`config.mk`:
```
export PLATFORM = sky130hd
export DESIGN_NAME = mem_wb_stage_flat
export DESIGN_NICKNAME = d
export VERILOG_FILES = /design/src/rtl/mem_wb_stage_if.sv /design/src/rtl/mem_wb_stage.sv /design/src/flat_wrapper.sv
export SDC_FILE = /design/constraint.sdc
export NUM_CORES = 2
export LEC_CHECK = 0
export BUFFER_PORTS_ARGS = -buffer_cell sky130_fd_sc_hd__buf_2
export CAP_MARGIN = 20
export CELL_PAD_IN_SITES_DETAIL_PLACEMENT = 0
export CELL_PAD_IN_SITES_GLOBAL_PLACEMENT = 1
export CORE_AREA = 2 2 431 433
export CTS_CLUSTER_DIAMETER = 120
export DETAILED_ROUTE_END_ITERATION = 6
export DIE_AREA = 0 0 433 435
export PLACE_DENSITY = 0.76
export SETUP_SLACK_MARGIN = 0.1
export SYNTH_ARGS = -nofsm -noshare
export SYNTH_HDL_FRONTEND = slang
export SYNTH_SLANG_ARGS = --single-unit
```
`constraint.sdc`:
```
create_clock -name clk -period 2.4 [get_ports clk]
set_input_delay 0.48 -clock clk [delete_from_list [all_inputs] [get_ports clk]]
set_output_delay 0.48 -clock clk [all_outputs]
set_load 0.02 [all_outputs]
```
`src/rtl/mem_wb_stage_if.sv`:
```
// EX/MEM-to-MEM/WB bundle: the EX/MEM register outputs and pipeline controls going in,
// and the MEM/WB register contents coming out.
interface mem_wb_stage_if;
  logic        Valid_in;
  logic [31:0] ALU_Result_in;
  logic [31:0] ReadData2_in;
  logic        MemRead_in;
  logic        MemWrite_in;
  logic        MemToReg_in;
  logic        RegDest_in;
  logic        RegWrite_in;
  logic [14:0] rs_rt_rd_in;
  logic        stall;
  logic        flush;

  logic        Valid_out;
  logic [31:0] WB_Data_out;
  logic [31:0] ALU_Result_out;
  logic [31:0] MemData_out;
  logic [4:0]  WriteReg_out;
  logic        RegWrite_out;
  logic        MemErr_out;

  // Handshake: there is no valid/ready backpressure on this stage. A slot is accepted on every
  // rising edge unless stall is high, Valid_in=0 marks a bubble, and flush overrides stall.
  modport master (
    output Valid_in, ALU_Result_in, ReadData2_in, MemRead_in, MemWrite_in, MemToReg_in,
           RegDest_in, RegWrite_in, rs_rt_rd_in, stall, flush,
    input  Valid_out, WB_Data_out, ALU_Result_out, MemData_out, WriteReg_out,
           RegWrite_out, MemErr_out
  );

  modport slave (
    input  Valid_in, ALU_Result_in, ReadData2_in, MemRead_in, MemWrite_in, MemToReg_in,
           RegDest_in, RegWrite_in, rs_rt_rd_in, stall, flush,
    output Valid_out, WB_Data_out, ALU_Result_out, MemData_out, WriteReg_out,
           RegWrite_out, MemErr_out
  );
endinterface

```
`src/rtl/mem_wb_stage.sv`:
```
// Memory-access stage with word-addressed data memory, followed by the MEM/WB register.
// Loads read the pre-edge memory contents; stores commit on the edge.
module mem_wb_stage #(
  parameter int DEPTH  = 64,
  parameter int ADDR_W = 6
) (
  input logic          clk,
  input logic          reset,
  mem_wb_stage_if.slave bus
);

  logic [31:0]       mem_q [DEPTH];
  logic [ADDR_W-1:0] idx;
  logic              misaligned;
  logic              out_of_range;
  logic              err;
  logic              store_en;
  logic [31:0]       load_data;

  logic        valid_q,     valid_d;
  logic [31:0] wb_data_q,   wb_data_d;
  logic [31:0] alu_q,       alu_d;
  logic [31:0] mem_data_q,  mem_data_d;
  logic [4:0]  write_reg_q, write_reg_d;
  logic        reg_write_q, reg_write_d;
  logic        mem_err_q,   mem_err_d;

  // rs is carried in the bundle but has no consumer at this stage.
  logic unused_rs;
  assign unused_rs = ^bus.rs_rt_rd_in[14:10];

  always_comb begin
    idx          = bus.ALU_Result_in[ADDR_W+1:2];
    misaligned   = bus.ALU_Result_in[1:0] != 2'b00;
    out_of_range = |bus.ALU_Result_in[31:ADDR_W+2];
    err          = bus.Valid_in & (bus.MemRead_in | bus.MemWrite_in) & (misaligned | out_of_range);
    store_en     = bus.Valid_in & bus.MemWrite_in & ~err & ~bus.stall & ~bus.flush;
    load_data    = (bus.MemRead_in && !err) ? mem_q[idx] : 32'd0;
  end

  always_ff @(posedge clk or negedge reset) begin
    if (!reset) begin
      for (int i = 0; i < DEPTH; i++) mem_q[i] <= 32'd0;
    end else if (store_en) begin
      mem_q[idx] <= bus.ReadData2_in;
    end
  end

  // Priority: flush beats stall; an idle (Valid_in=0) slot enters as a bubble.
  always_comb begin
    valid_d     = valid_q;
    wb_data_d   = wb_data_q;
    alu_d       = alu_q;
    mem_data_d  = mem_data_q;
    write_reg_d = write_reg_q;
    reg_write_d = reg_write_q;
    mem_err_d   = mem_err_q;
    if (bus.flush || (!bus.stall && !bus.Valid_in)) begin
      valid_d     = 1'b0;
      wb_data_d   = 32'd0;
      alu_d       = 32'd0;
      mem_data_d  = 32'd0;
      write_reg_d = 5'd0;
      reg_write_d = 1'b0;
      mem_err_d   = 1'b0;
    end else if (!bus.stall) begin
      valid_d     = 1'b1;
      alu_d       = bus.ALU_Result_in;
      mem_data_d  = load_data;
      wb_data_d   = bus.MemToReg_in ? load_data : bus.ALU_Result_in;
      write_reg_d = bus.RegDest_in ? bus.rs_rt_rd_in[4:0] : bus.rs_rt_rd_in[9:5];
      reg_write_d = bus.RegWrite_in & ~err;
      mem_err_d   = err;
    end
  end

  always_ff @(posedge clk or negedge reset) begin
    if (!reset) begin
      valid_q     <= 1'b0;
      wb_data_q   <= 32'd0;
      alu_q       <= 32'd0;
      mem_data_q  <= 32'd0;
      write_reg_q <= 5'd0;
      reg_write_q <= 1'b0;
      mem_err_q   <= 1'b0;
    end else begin
      valid_q     <= valid_d;
      wb_data_q   <= wb_data_d;
      alu_q       <= alu_d;
      mem_data_q  <= mem_data_d;
      write_reg_q <= write_reg_d;
      reg_write_q <= reg_write_d;
      mem_err_q   <= mem_err_d;
    end
  end

  assign bus.Valid_out      = valid_q;
  assign bus.WB_Data_out    = wb_data_q;
  assign bus.ALU_Result_out = alu_q;
  assign bus.MemData_out    = mem_data_q;
  assign bus.WriteReg_out   = write_reg_q;
  assign bus.RegWrite_out   = reg_write_q;
  assign bus.MemErr_out     = mem_err_q;

endmodule

```
`src/flat_wrapper.sv`:
```
// flat-port wrapper written by rule: the top's interface ports become plain ports
module mem_wb_stage_flat 
#(
  parameter int DEPTH  = 64,
  parameter int ADDR_W = 6
)
  (clk, reset, bus_Valid_in, bus_ALU_Result_in, bus_ReadData2_in, bus_MemRead_in, bus_MemWrite_in, bus_MemToReg_in, bus_RegDest_in, bus_RegWrite_in, bus_rs_rt_rd_in, bus_stall, bus_flush, bus_Valid_out, bus_WB_Data_out, bus_ALU_Result_out, bus_MemData_out, bus_WriteReg_out, bus_RegWrite_out, bus_MemErr_out);
  mem_wb_stage_if bus_i ();
  input logic clk;
  input logic reset;
  input wire logic [$bits(bus_i.Valid_in)-1:0] bus_Valid_in;
  input wire logic [$bits(bus_i.ALU_Result_in)-1:0] bus_ALU_Result_in;
  input wire logic [$bits(bus_i.ReadData2_in)-1:0] bus_ReadData2_in;
  input wire logic [$bits(bus_i.MemRead_in)-1:0] bus_MemRead_in;
  input wire logic [$bits(bus_i.MemWrite_in)-1:0] bus_MemWrite_in;
  input wire logic [$bits(bus_i.MemToReg_in)-1:0] bus_MemToReg_in;
  input wire logic [$bits(bus_i.RegDest_in)-1:0] bus_RegDest_in;
  input wire logic [$bits(bus_i.RegWrite_in)-1:0] bus_RegWrite_in;
  input wire logic [$bits(bus_i.rs_rt_rd_in)-1:0] bus_rs_rt_rd_in;
  input wire logic [$bits(bus_i.stall)-1:0] bus_stall;
  input wire logic [$bits(bus_i.flush)-1:0] bus_flush;
  output wire logic [$bits(bus_i.Valid_out)-1:0] bus_Valid_out;
  output wire logic [$bits(bus_i.WB_Data_out)-1:0] bus_WB_Data_out;
  output wire logic [$bits(bus_i.ALU_Result_out)-1:0] bus_ALU_Result_out;
  output wire logic [$bits(bus_i.MemData_out)-1:0] bus_MemData_out;
  output wire logic [$bits(bus_i.WriteReg_out)-1:0] bus_WriteReg_out;
  output wire logic [$bits(bus_i.RegWrite_out)-1:0] bus_RegWrite_out;
  output wire logic [$bits(bus_i.MemErr_out)-1:0] bus_MemErr_out;
  assign bus_i.Valid_in = bus_Valid_in;
  assign bus_i.ALU_Result_in = bus_ALU_Result_in;
  assign bus_i.ReadData2_in = bus_ReadData2_in;
  assign bus_i.MemRead_in = bus_MemRead_in;
  assign bus_i.MemWrite_in = bus_MemWrite_in;
  assign bus_i.MemToReg_in = bus_MemToReg_in;
  assign bus_i.RegDest_in = bus_RegDest_in;
  assign bus_i.RegWrite_in = bus_RegWrite_in;
  assign bus_i.rs_rt_rd_in = bus_rs_rt_rd_in;
  assign bus_i.stall = bus_stall;
  assign bus_i.flush = bus_flush;
  assign bus_Valid_out = bus_i.Valid_out;
  assign bus_WB_Data_out = bus_i.WB_Data_out;
  assign bus_ALU_Result_out = bus_i.ALU_Result_out;
  assign bus_MemData_out = bus_i.MemData_out;
  assign bus_WriteReg_out = bus_i.WriteReg_out;
  assign bus_RegWrite_out = bus_i.RegWrite_out;
  assign bus_MemErr_out = bus_i.MemErr_out;
  mem_wb_stage #(.DEPTH(DEPTH), .ADDR_W(ADDR_W)) u_core (.clk(clk), .reset(reset), .bus(bus_i));
endmodule
```
After elaboration in Yosys (flattened, before gate mapping)

Index checks and enable logic that the tools add are counted.

$lt $le $gt $ge: 2
Equal/unequal tests: 1
Muxes and demuxes: 23
Bitwise gates (word level): 13
Reductions and logical operators: 9

Operators with widths:

| operator           | number |
|---|---|
| $bwmux 2048        | 1 |
| $mux 32            | 11 |
| $bmux 32 s6        | 1 |
| $demux 32 s6       | 1 |
| $reduce_or 24->1   | 1 |
| $mux 5             | 3 |
| $and 1x1->1        | 7 |
| $ge 7x7->1 const B | 1 |
| $lt 7x1->1 const B | 1 |
| $not 6->7          | 1 |
| $mux 1             | 6 |
| $logic_and 1x1->1  | 3 |
| $logic_not 1->1    | 3 |
| $not 1->1          | 3 |
| $ne 2x1->1 const B | 1 |
| $or 1x1->1         | 2 |
| $reduce_bool 2->1  | 1 |
| $logic_or 1x1->1   | 1 |

Bits in registers: 2152
Bits of input ports: 89
Output and inout bits: 104
Logic and storage cells: 119

Logic depth before layout (Yosys ltp)

Depth in word-level cells: 9
Depth in mapped cells: 13
Gate-level depth less buffers: 6

Least setup slack after synthesis

Ideal clock, no wire load.

Kind: input-to-reg
Start: input bus_ALU_Result_in[2]
End: register u_core.mem_data_q[31], in the netlist u_core.bus.MemData_out[31]
Library setup time: 0.095 ns
Arrival: 2.648 ns
Data required time: 2.305 ns
Slack: -0.344 ns
Stages on the path: 11
Path buffers: 6
Cell sequence: buf_4 > buf_4 > buf_4 > buf_4 > buf_4 > buf_6 > o221ai_1 > o21ai_0 > a21oi_1 > or4b_2 > o31ai_1

Cells in the longest elaborated chain, start to end: 7

RTL lines:

| element                                    | RTL line           | RTL |
|---|---|---|
| start: declaration                         | flat_wrapper.sv:12 | `input wire logic [$bits(bus_i.ALU_Result_in)-1:0] bus_ALU_Result_in;` |
| $not 6->7 (not written as such)            | mem_wb_stage.sv:38 | `load_data = (bus.MemRead_in && !err) ? mem_q[idx] : 32'd0;` |
| $bmux 32 s6                                | mem_wb_stage.sv:38 |  |
| $mux 32 (not written as such) (2 in a row) | mem_wb_stage.sv:38 |  |
| $mux 32                                    | mem_wb_stage.sv:38 |  |
| $mux 32                                    | mem_wb_stage.sv:66 | `end else if (!bus.stall) begin` |
| $mux 32                                    | mem_wb_stage.sv:58 | `if (bus.flush \|\| (!bus.stall && !bus.Valid_in)) begin` |
| end signal: assignment                     | mem_wb_stage.sv:90 | `mem_data_q <= mem_data_d;` |
| end: declaration                           | mem_wb_stage.sv:23 | `logic [31:0] mem_data_q, mem_data_d;` |

No other way between the ends. The select of a mux whose other input is x is not followed.
A chain may end at the register's enable or synchronous reset.

Final worst setup path

Start: input bus_ALU_Result_in[2]
End: register u_core.wb_data_q[24], in the netlist u_core.bus.WB_Data_out[24]

Cells in the longest elaborated chain, start to end: 8

RTL lines:

| element                                    | RTL line           | RTL |
|---|---|---|
| $not 6->7 (not written as such)            | mem_wb_stage.sv:38 |  |
| $bmux 32 s6                                | mem_wb_stage.sv:38 |  |
| $mux 32 (not written as such) (2 in a row) | mem_wb_stage.sv:38 |  |
| $mux 32                                    | mem_wb_stage.sv:38 |  |
| $mux 32                                    | mem_wb_stage.sv:70 | `wb_data_d = bus.MemToReg_in ? load_data : bus.ALU_Result_in;` |
| $mux 32                                    | mem_wb_stage.sv:66 |  |
| $mux 32                                    | mem_wb_stage.sv:58 |  |
| end signal: assignment                     | mem_wb_stage.sv:88 | `wb_data_q <= wb_data_d;` |
| end: declaration                           | mem_wb_stage.sv:21 | `logic [31:0] wb_data_q, wb_data_d;` |

No other way between the ends. The select of a mux whose other input is x is not followed.

==> flow_summary.yaml <==
global_route:
  grt_start_max_net_pins: 110
  globalRoute.totalOverflow: 0
  groute.usage.overall: 0.379
  grt_pass1_wl_um: 511000
  first_global_vias: 69400
  number_of_antenna_violations_at_the_first_check_in_global_routing: 31
sta:
  maxSlewViolCount: 0
  slew-limit-headroom: 0.191
  finClkSkew_ns: 0.0378
  final_min_period_over_clock_period: 1.03
  setup_failing_eps_final: 2
  worst_pin_slew_ns: 1.21
  postLayoutSetupSlackWorst_ns: -0.0745
  post-route-min-period_ns: 2.47
  timing.final.hold_violations: 0
  grt_setup_unrepaired: "true"
  max_freq_mhz: 404
routing:
  wl_um: 362000
  detail_route.iter0.violations: 8651
  met2_length_um: 158000
  dr.pass1.iters: 6
  wirelength_met1_um: 141000
  via_count: 68900
  drc: 0
  routed.top_layer: "met5"
  detail_route_met3_wl_um: 37900
  ant_nets: 0
  drt-wirelength-per-cell_um: 34.9
  via_cell_ratio: 6.65
synthesis:
  postSynthAreaPerCell_um2: 14.0
  synth_seq_area_share: 0.556
  yosys_register_bits: 2152
  synth_async_sr_flop_share: 1.00
  synth_cell_types: 67
  synth.area.top_cells: "dfrtp_1, mux2_2, mux4_2, mux2i_1, o22ai_1"
  synth.most_common_cell: "mux2_2"
  yosys.area.top_type_share: 0.556
  dominantRegCellSynth: "dfrtp_1"
  synthesis.nets: 7023
  synth_area_um2: 96900
  netlist_instances: 6934
  synth_top_area_cell: "dfrtp_1"
  synth_common_cells: "mux2_2, dfrtp_1, clkbuf_1"
  synth.yosys.warnings: 0
  synth_edf_count: 0
setup_path:
  worst_setup_path_start_kind: "primary input"
  r2r_start: "u_core.mem_q[1464]$_DFFE_PN0P_"
  critical_r2r_capture: "u_core.bus.WB_Data_out[24]$_DFFE_PN0P_"
  highest_fanout_seen_on_the_critical_path: 11
  critPathKind: "in2reg"
  timing.critical_path.required_ns: 3.21
  worst_ep_arrival_time_ns: 3.28
  critPathMostFrequentCell: "buf_4"
  r2r.worst_path.cells: 7
  critical-path-max-stage-delay_ns: 0.52
  critPathSlowestCell: "nand4_1"
  worstPathCellList: "buf_8 -> nand2b_4 -> buf_4 -> buf_4 -> o22ai_1 -> a22o_1 -> o21ai_1 -> nand4_1 -> buf_4 -> o21ai_0"
  setup.reg_to_reg.worst_slack_ns: 0.02
  timing.critical_path.to_type: "flop"
layout:
  final_net_count: 7776
  signed_area_change_from_the_synthesized_netlist_to_the_final_layout_pct: 21.7
  post-route-util: 0.640
  layout-drive-gt1-share: 0.518
  fin_cells: 10400
  final_design_area_no_fill_um2: 118000
clock_network:
  tritoncts_num_sinks: 2152
  clk_pin_slew_ns: 0.06
  clk_latency_ns: 0.89
  clockRootBuffer: "clkbuf_16"
  tritoncts: "yes"
  clock_tree.htree_level_count: 4
  ctsLongestPathBuffers: 3
  numCtsBuffers: 222
die:
  std_cell_rows: 158
  die_height_um: 435
  die_area_um2: 188000
  initial_core_utilization: 0.526
  io_pins: 193
  dieWidth_um: 433
  core_um2: 184000
place:
  dpl.cell_count: 9885
  dpl_cell_area_um2: 109000
  finalWeightedCongestion: 0.965
  number_of_buffers_inserted_by_port_buffering: 187
  detailedPlacementHpwl_um: 242000
pwr:
  report.power.total_mw: 79.0
  power.ir.vdd_worst_mv: 0.588
  leakage_nw: 59.5
  clock_power_share: 0.454
  sequentialPowerShare: 0.460
  power.density_nw_per_um2: 671
  intPower_mw: 59.5
  power_frac_comb: 0.086
  total_switching_power_mw: 19.6
  power_switching_share: 0.247
min_path:
  min-delay-start: "bus_ALU_Result_in[18]"
  whs_path_depth: 3
  classification_of_the_worst_slack_hold_path: "in2reg"
  min_delay_worst_endpoint: "u_core.bus.ALU_Result_out[18]$_DFFE_PN0P_"
run:
  drv_cap: 0
outcome:
  result_of_the_run: "finished with violations"
  failed_checks: "negative setup slack"
==> cells in the final DEF (no fill, tap or decap), types with 12 or more instances in the layout <==
master            n
o21ai_0         106
a211oi_1         28
diode_2          14
a21o_1           12
nor2b_1          25
nand4_1          15
clkbuf_8         59
a221o_1          12
buf_6            14
a22oi_1         103
buf_4           737
nor3_1           14
buf_2           182
nand2_1         134
o221ai_1        135
o22ai_1         225
a31oi_1          21
o31ai_1          29
clkbuf_1         51
mux2_2         2172
a221oi_1         22
mux2i_1         214
nor2_1           98
a22o_1           40
inv_1            20
o22a_1           28
mux4_2          174
clkbuf_16       235
a2bb2oi_1        15
nand3_1          17
bufinv_16        17
buf_12          257
dfrtp_1        2152
dlygate4sd3_1    41
or4_1            13
nand2_2          59
a32oi_1          16
a21oi_1          73
clkinv_2         35
==> repair_timing <==
action / 4_1_cts / 5_1_grt
pin swaps: 9 / 20
hold buffers: 41 / 0
endpoints found under the hold margin: 180 / 0
gates resized for setup: 43 / 77
endpoints found under the setup margin: 31 / 1985
gates cloned: 0 / 10
setup buffers: 0 / 5
==> critical path, delay by kind of cell <==
kind	cells	cell delay, ns
compound gates	4	0.94
buf+inv	4	1.02
simple gates	2	0.79
==> registers in the layout, summed over array words and instances (netlist names) <==
register                   cells
u_core.bus.WriteReg_out        5
u_core.bus.WB_Data_out        32
u_core.bus.Valid_out           1
u_core.bus.MemData_out        32
u_core.bus.RegWrite_out        1
u_core.mem_q                2048
u_core.bus.MemErr_out          1
u_core.bus.ALU_Result_out     32
==> worst max path at each step <==
stage,startpoint,to,cells past startpoint
after detailed placement,bus_ALU_Result_in[2],u_core.bus.MemData_out[26]$_DFFE_PN0P_,13
after global placement,bus_ALU_Result_in[3],u_core.bus.MemData_out[26]$_DFFE_PN0P_,12
after global routing,u_core.mem_q[1883]$_DFFE_PN0P_,u_core.bus.WB_Data_out[27]$_DFFE_PN0P_,7
after CTS,u_core.mem_q[1883]$_DFFE_PN0P_,u_core.bus.WB_Data_out[27]$_DFFE_PN0P_,7
after floorplan,bus_ALU_Result_in[25],u_core.mem_q[1217]$_DFFE_PN0P_,7
final,bus_ALU_Result_in[2],u_core.bus.WB_Data_out[24]$_DFFE_PN0P_,10
==> power groups by stage <==
stage | clock network [mW] | registers [mW] | logic (mW)
floorplan | 0 | 37.1 | 2.15
global placement | 0 | 37.0 | 6.41
detailed placement | 0 | 37.0 | 6.47
CTS | 36.1 | 36.4 | 6.60
global route | 37.6 | 36.3 | 7.02
finish | 35.9 | 36.4 | 6.83
==> cell type report <==
type                            instances  area, um^2
Fill cell                           13500       66200
Timing Repair Buffer                 1248       12500
Tap cell                             2480        3100
Inverter                               23        92.6
Antenna cell                           14        35.0
Clock buffer                          336        6660
Sequential cell                      2152       53900
Multi-Input combinational cell       4040       40700
Clock inverter                         69         915
==> per-layer routing <==
metal | GRT usage | vias up
met2 | 0.560 | 3874
met4 | 0.215 | 18
met5 | 0 | -
met3 | 0.0974 | 1057
li1 | - | 27400
met1 | 0.511 | 36600
==> per-stage QoR <==
step / TNS (ns) / setup slack, ns / hold WS, ns
global route: 0 / 0.0183 / 0.0294
floorplan: -553.18 / -0.310 / 0.184
detailed placement: -1245.57 / -1.21 / 0.457
global placement: -1274.84 / -1.21 / 0.457
finish: -0.130 / -0.0745 / 0.0289
CTS: 0 / 0.0451 / 0.000284
==> cells by family (layout without fill, tap and decap cells) <==
group | Yosys count | count (layout) | synth area share
other | 0 | 14 | 0
AO/OA/AOI/OAI | 977 | 977 | 0.0722
AND/OR/NAND/NOR | 499 | 499 | 0.0252
multiplexers | 2564 | 2564 | 0.315
flip-flops | 2152 | 2152 | 0.556
buffers and inverters | 742 | 1676 | 0.0312
(Power assumes the default switching activity.)
